### src/rtl/pid_steer_ctrl_pkg.sv
// Shared constants, term widths and the saturation helper for the steering PID.
// Used by pid_steer_ctrl and pid_integrator.
package pid_pkg;

  localparam logic signed [5:0] P_COEFF_DEF = 6'sh10;
  localparam logic signed [4:0] D_COEFF_DEF = 5'sh07;

  localparam int ERR_W     = 12;
  localparam int FRWRD_W   = 10;
  localparam int ESAT_W    = 10;
  localparam int INTEG_W   = 15;
  localparam int DSAT_W    = 7;
  localparam int SUM_W     = 16;
  localparam int SPD_W     = 11;
  localparam int I_SHIFT   = 6;
  localparam int PID_SHIFT = 3;

  typedef logic signed [SUM_W-1:0] sum_t;

  // Clamp a 16-bit signed value into the w-bit signed range (result kept 16-bit wide).
  function automatic sum_t sat_signed(input sum_t v, input int w);
    sum_t hi;
    sum_t lo;
    hi = sum_t'((32'sd1 <<< (w - 1)) - 1);
    lo = ~hi;
    if (v > hi) return hi;
    if (v < lo) return lo;
    return v;
  endfunction

endpackage

### src/rtl/pid_steer_ctrl_if.sv
// Heading-error in / motor-speed out bundle for pid_steer_ctrl.
// master = error source side, slave = the controller.
interface pid_steer_ctrl_if;
  logic                                 moving;
  logic                                 err_vld;
  logic signed [pid_pkg::ERR_W-1:0]     error;
  logic        [pid_pkg::FRWRD_W-1:0]   frwrd;
  logic signed [pid_pkg::SPD_W-1:0]     lft_spd;
  logic signed [pid_pkg::SPD_W-1:0]     rght_spd;

  modport master (
    output moving, err_vld, error, frwrd,
    input  lft_spd, rght_spd
  );

  modport slave (
    input  moving, err_vld, error, frwrd,
    output lft_spd, rght_spd
  );
endinterface

### src/rtl/pid_steer_ctrl_integrator.sv
// pid_integrator: 15-bit signed accumulator of the saturated error.
// Holds on signed overflow instead of wrapping; cleared whenever the robot stops.
module pid_integrator
  import pid_pkg::*;
(
  input  logic                      clk,
  input  logic                      rst,
  input  logic                      moving,
  input  logic                      err_vld,
  input  logic signed [ESAT_W-1:0]  err_sat,
  output logic signed [INTEG_W-1:0] integ
);

  logic signed [INTEG_W-1:0] integ_q;
  logic signed [INTEG_W-1:0] integ_d;
  logic signed [INTEG_W-1:0] addend;
  logic signed [INTEG_W-1:0] nxt;
  logic                      ovf;

  always_comb begin
    addend  = {{(INTEG_W-ESAT_W){err_sat[ESAT_W-1]}}, err_sat};
    nxt     = integ_q + addend;
    ovf     = (integ_q[INTEG_W-1] == addend[INTEG_W-1]) &&
              (nxt[INTEG_W-1] != integ_q[INTEG_W-1]);
    integ_d = integ_q;
    if (!moving) begin
      integ_d = '0;
    end else if (err_vld && !ovf) begin
      integ_d = nxt;
    end
  end

  always_ff @(posedge clk or posedge rst) begin
    if (rst) begin
      integ_q <= '0;
    end else begin
      integ_q <= integ_d;
    end
  end

  assign integ = integ_q;

endmodule

### src/rtl/pid_steer_ctrl.sv
// Steering PID: heading error -> left/right motor speeds around a forward base speed.
// Define PID_D_TERM_EN to build the derivative path; without it D_term is zero.
module pid_steer_ctrl
  import pid_pkg::*;
#(
  parameter logic signed [5:0] P_COEFF = P_COEFF_DEF,
  parameter logic signed [4:0] D_COEFF = D_COEFF_DEF
)(
  input  logic              clk,
  input  logic              rst,
  pid_steer_ctrl_if.slave   bus
);

  logic signed [ESAT_W-1:0]  err_sat;
  logic signed [INTEG_W-1:0] integ;
  logic signed [SPD_W-1:0]   lft_sat;
  logic signed [SPD_W-1:0]   rght_sat;
  sum_t err_ext;
  sum_t err_sat_ext;
  sum_t p_term;
  sum_t i_term;
  sum_t d_term;
  sum_t pid_sum;
  sum_t pid;
  sum_t frwrd_ext;
  sum_t lft_raw;
  sum_t rght_raw;

  pid_integrator u_integrator (
    .clk     (clk),
    .rst     (rst),
    .moving  (bus.moving),
    .err_vld (bus.err_vld),
    .err_sat (err_sat),
    .integ   (integ)
  );

  // All terms are sign-extended to 16 bits first so the sum never wraps.
  always_comb begin
    err_ext     = {{(SUM_W-ERR_W){bus.error[ERR_W-1]}}, bus.error};
    err_sat     = ESAT_W'(sat_signed(err_ext, ESAT_W));
    err_sat_ext = {{(SUM_W-ESAT_W){err_sat[ESAT_W-1]}}, err_sat};
    p_term      = err_sat_ext * {{(SUM_W-6){P_COEFF[5]}}, P_COEFF};
    i_term      = sum_t'({{(SUM_W-INTEG_W){integ[INTEG_W-1]}}, integ}) >>> I_SHIFT;
    pid_sum     = p_term + i_term + d_term;
    pid         = pid_sum >>> PID_SHIFT;
    frwrd_ext   = {{(SUM_W-FRWRD_W){1'b0}}, bus.frwrd};
    lft_raw     = frwrd_ext + pid;
    rght_raw    = frwrd_ext - pid;
    lft_sat     = SPD_W'(sat_signed(lft_raw, SPD_W));
    rght_sat    = SPD_W'(sat_signed(rght_raw, SPD_W));
  end

`ifdef PID_D_TERM_EN
  logic signed [ESAT_W-1:0] prev_err_q;
  logic signed [ESAT_W-1:0] prev_err_d;
  logic signed [DSAT_W-1:0] d_sat;
  sum_t prev_ext;
  sum_t d_diff;

  always_comb begin
    prev_err_d = bus.err_vld ? err_sat : prev_err_q;
    prev_ext   = {{(SUM_W-ESAT_W){prev_err_q[ESAT_W-1]}}, prev_err_q};
    d_diff     = err_sat_ext - prev_ext;
    d_sat      = DSAT_W'(sat_signed(d_diff, DSAT_W));
    d_term     = {{(SUM_W-DSAT_W){d_sat[DSAT_W-1]}}, d_sat} *
                 {{(SUM_W-5){D_COEFF[4]}}, D_COEFF};
  end

  always_ff @(posedge clk or posedge rst) begin
    if (rst) begin
      prev_err_q <= '0;
    end else begin
      prev_err_q <= prev_err_d;
    end
  end
`else
  assign d_term = '0;
`endif

  assign bus.lft_spd  = bus.moving ? lft_sat  : '0;
  assign bus.rght_spd = bus.moving ? rght_sat : '0;

endmodule

### src/flat_wrapper.sv
// flat-port wrapper written by rule: the top's interface ports become plain ports
module pid_steer_ctrl_flat import pid_pkg::*;
#(
  parameter logic signed [5:0] P_COEFF = P_COEFF_DEF,
  parameter logic signed [4:0] D_COEFF = D_COEFF_DEF
)
  (clk, rst, bus_moving, bus_err_vld, bus_error, bus_frwrd, bus_lft_spd, bus_rght_spd);
  pid_steer_ctrl_if bus_i ();
  input  logic clk;
  input  logic rst;
  input wire logic [$bits(bus_i.moving)-1:0] bus_moving;
  input wire logic [$bits(bus_i.err_vld)-1:0] bus_err_vld;
  input wire logic [$bits(bus_i.error)-1:0] bus_error;
  input wire logic [$bits(bus_i.frwrd)-1:0] bus_frwrd;
  output wire logic [$bits(bus_i.lft_spd)-1:0] bus_lft_spd;
  output wire logic [$bits(bus_i.rght_spd)-1:0] bus_rght_spd;
  assign bus_i.moving = bus_moving;
  assign bus_i.err_vld = bus_err_vld;
  assign bus_i.error = bus_error;
  assign bus_i.frwrd = bus_frwrd;
  assign bus_lft_spd = bus_i.lft_spd;
  assign bus_rght_spd = bus_i.rght_spd;
  pid_steer_ctrl #(.P_COEFF(P_COEFF), .D_COEFF(D_COEFF)) u_core (.clk(clk), .rst(rst), .bus(bus_i));
endmodule
### config.mk
export PLATFORM = sky130hd
export DESIGN_NAME = pid_steer_ctrl_flat
export DESIGN_NICKNAME = d
export VERILOG_FILES = /design/src/rtl/pid_steer_ctrl_pkg.sv /design/src/rtl/pid_steer_ctrl_if.sv /design/src/rtl/pid_steer_ctrl_integrator.sv /design/src/rtl/pid_steer_ctrl.sv /design/src/flat_wrapper.sv
export SDC_FILE = /design/constraint.sdc
export NUM_CORES = 1
export LEC_CHECK = 0
export BUFFER_PORTS_ARGS = -buffer_cell sky130_fd_sc_hd__buf_4
export CORE_MARGIN = 5
export CORE_UTILIZATION = 40
export CTS_CLUSTER_DIAMETER = 120
export DETAILED_ROUTE_END_ITERATION = 7
export PLACE_DENSITY = 0.7
export SLEW_MARGIN = 5
export SYNTH_ARGS = -nofsm -noshare
export SYNTH_HDL_FRONTEND = slang
export SYNTH_SLANG_ARGS = --single-unit
### constraint.sdc
create_clock -name clk -period 10.1 [get_ports clk]
set_clock_uncertainty 0.05 [all_clocks]
set_input_delay 1.515 -clock clk [delete_from_list [all_inputs] [get_ports clk]]
set_output_delay 1.515 -clock clk [all_outputs]
set_load 0.005 [all_outputs]
==> flow_metrics.env <==
export IMPL_status="completed"
export IMPL_grt_max_degree=26
export IMPL_synth_avg_cell_area_um2=8.06
export IMPL_cts_path_max_buffers=2
export IMPL_wl_um=7450
export IMPL_io_pin_count=48
export IMPL_dr_pass1_iters=4
export IMPL_synth_edf_count=0
export IMPL_holdWs_ns=0.485
export IMPL_path_clk_slew_ns=0.06
export IMPL_die_w_um=98.4
export IMPL_cts_resized=0
export IMPL_cp_required_ns=8.54
export IMPL_grt_pass1_wl_um=13000
export IMPL_tightestPinTransition_ns=1.07
export IMPL_initial_core_util_pct=40.7
export IMPL_cts_hold_buf=0
export IMPL_fin_crit_sh_pct=77.7
export IMPL_grt_use_total_pct=15.7
export IMPL_critPathLaunch="bus_error[11]"
export IMPL_min_period_ns=7.85
export IMPL_die_h_um=98.4
export IMPL_finalSetupTns_ns=0
export IMPL_numPortBuffers=47
export IMPL_leakagePower_nw=1.75
export IMPL_fin_util_pct=46.7
export IMPL_fmax_mhz=127
export IMPL_cts_root_buf="clkbuf_8"
export IMPL_rsz0062_at_grt="no"
export IMPL_startpoint_type="input pin"
export IMPL_slew_headroom_pct=28.5
export IMPL_numCtsBuffers=3
export IMPL_synthTopCellsByArea="ha_1, dfrtp_1, nor2_1"
export IMPL_post_cts_buffers=0
export IMPL_yosysWarningCount=0
export IMPL_via_count=2922
export IMPL_hpwlAfterDp_um=6170
export IMPL_wl_per_cell_um=14.1
export IMPL_multi_input_area_um2=2580
export IMPL_synth_top_cell_by_area="ha_1"
export IMPL_cp_max_fo=18
export IMPL_slew_violations=0
export IMPL_drive_gt1_share_pct=18.6
export IMPL_finalHoldViolations=0
export IMPL_ys_ff_latch=15
export IMPL_gp_congestion=0.831
export IMPL_drtAntennaViolNets=0
export IMPL_overflow=0
export IMPL_vias_per_cell=5.54
export IMPL_areaGrowthSynthToFinish_pct=14.9
export IMPL_diodes=0
export IMPL_synth_distinct_cells=71
export IMPL_synthCells=388
export IMPL_top_layer="met4"
export IMPL_worst_setup_path_type="input pin to output pin"
export IMPL_maxCapViolations=0
export IMPL_met2_length_um=3550
export IMPL_design_die_area_um2=9680
export IMPL_async_flop_share_pct=100
export IMPL_synthFlopType="dfrtp_1"
export IMPL_power_density_nw_per_um2=206
export IMPL_drc=0
export IMPL_yosysTopAreaCellShare_pct=19.2
export IMPL_htreeDepth=1
export IMPL_ir_worst_vdd_mv=0.0902
export IMPL_ys_seq_area_share_pct=12.0
export IMPL_cp_arrival_ns=6.28
export IMPL_seq_area_um2=375
export IMPL_min_from="u_core.u_integrator.integ[4]$_DFFE_PP0P_"
export IMPL_min_path_type="register to register"
export IMPL_antenna_found_initial=0
export IMPL_drt_initial_drc_count=64
export IMPL_core_area_um2=7690
export IMPL_fp_row_count=32
export IMPL_worstSkewPairLatency_ns=0.25
export IMPL_synthesis_area_um2=3130
export IMPL_setup_viol=0
export IMPL_wl_met3_um=374
export IMPL_largest_reg_flops=15
export IMPL_critPathCaptureType="output pin"
export IMPL_syn_nets=466
export IMPL_nets=504
export IMPL_cts_tree="yes"
export IMPL_grt_pass1_vias=2810
export IMPL_clock_sinks=15
export IMPL_worstReg2RegStart="u_core.u_integrator.integ[7]$_DFFE_PP0P_"
export IMPL_fillers=761
export IMPL_m1WireLength_um=3470
==> final timing paths <==
kind / end / slack (ns) / cells past startpoint
max in group asynchronous: u_core.u_integrator.integ[4]$_DFFE_PP0P_ / 8.31 / 2
hold reg to reg: u_core.u_integrator.integ[4]$_DFFE_PP0P_ / 0.49 / 2
setup / recovery: bus_rght_spd[4] / 2.25 / 18
min in group asynchronous: u_core.u_integrator.integ[5]$_DFFE_PP0P_ / 1.29 / 2
setup reg to reg: u_core.u_integrator.integ[3]$_DFFE_PP0P_ / 6.71 / 9
hold / removal: u_core.u_integrator.integ[4]$_DFFE_PP0P_ / 0.49 / 2
==> synthesized netlist by cell type, drive strengths merged (9+ instances only) <==
master  count
o21a        9
ha         48
mux2i      11
a21oi      24
a22o        9
inv        29
nand2      18
dfrtp      15
xnor2      21
clkbuf     11
nor2       61
nor3       12
==> per-stage QoR <==
stage	cell area [um^2]	setup slack [ns]	total power, mW	std cells
3_5_place_dp	3540	2.27	0.690	523
4_1_cts	3590	2.25	0.745	527
6_report	3590	2.25	0.739	527
5_1_grt	3590	1.82	0.820	527
2_1_floorplan	3130	3.00	0.523	388
3_3_place_gp	3540	2.46	0.680	523
==> worst max-delay path, stage by stage <==
cell and delay, ns:
buf_4 0.19, a21boi_0 0.41, nor2_1 0.18, ha_1 0.33
and2_1 0.19, a221o_1 0.38, a2111oi_4 0.44, nor2_1 0.09
xor2_1 0.17, ha_1 0.44, nor2_1 0.08, a311o_1 0.39
a21oi_1 0.21, or4b_1 0.50, mux2i_1 0.18, a32oi_2 0.17
o22ai_1 0.26, buf_4 0.16
==> layout make-up <==
type / count / area share, %
inverter: 30 / 3.14
tap: 102 / 3.55
clock buffer: 3 / 1.15
multi-input combinational: 329 / 71.7
clock inverter: 1 / 0.139
sequential: 15 / 10.5
timing repair buffer: 47 / 9.83
==> cell families (layout without fill, tap and decap cells) <==
family,after synthesis,count (layout),synth area share [%]
simple gates,127,127,19.7
flops,15,15,12.0
fa+ha+maj,52,52,21.8
xor+xnor,29,29,8.13
buf+inv,44,81,5.56
mux,11,11,3.52
compound gates,110,110,29.3
==> power by group <==
part / switching, mW / total (mW) / internal (mW)
combinational: 0.311 / 0.605 / 0.294
clock: 0.0231 / 0.0504 / 0.0273
sequential: 0.0121 / 0.0839 / 0.0718
total: 0.346 / 0.739 / 0.393
==> placed cells by master, fill, tap and decap left out, types with 3 or more instances in the layout <==
cell type and count:
o21bai_1 3, nor3_1 10, o21a_1 9, nor2_1 60, nand2b_1 3, a211o_2 3, a22o_1 9, xor2_1 8
or3_1 7, o22ai_1 8, fa_1 4, nand2_1 18, a21o_1 6, inv_1 29, dfrtp_1 15, buf_4 47
o21ai_0 7, o2111ai_1 3, xnor2_1 21, o211ai_1 3, mux2i_1 11, a211oi_1 3, clkbuf_8 3, ha_1 48
nor2b_1 7, or3b_2 3, a21oi_1 23
==> routing by layer <==
layer | global-route usage (%) | up-vias
met5 | 0 | -
met4 | 3.15 | 0
met2 | 26.5 | 62
li1 | - | 1490
met1 | 21.0 | 1362
met3 | 2.57 | 8
Note: power is estimated with default switching activity, not from simulation.
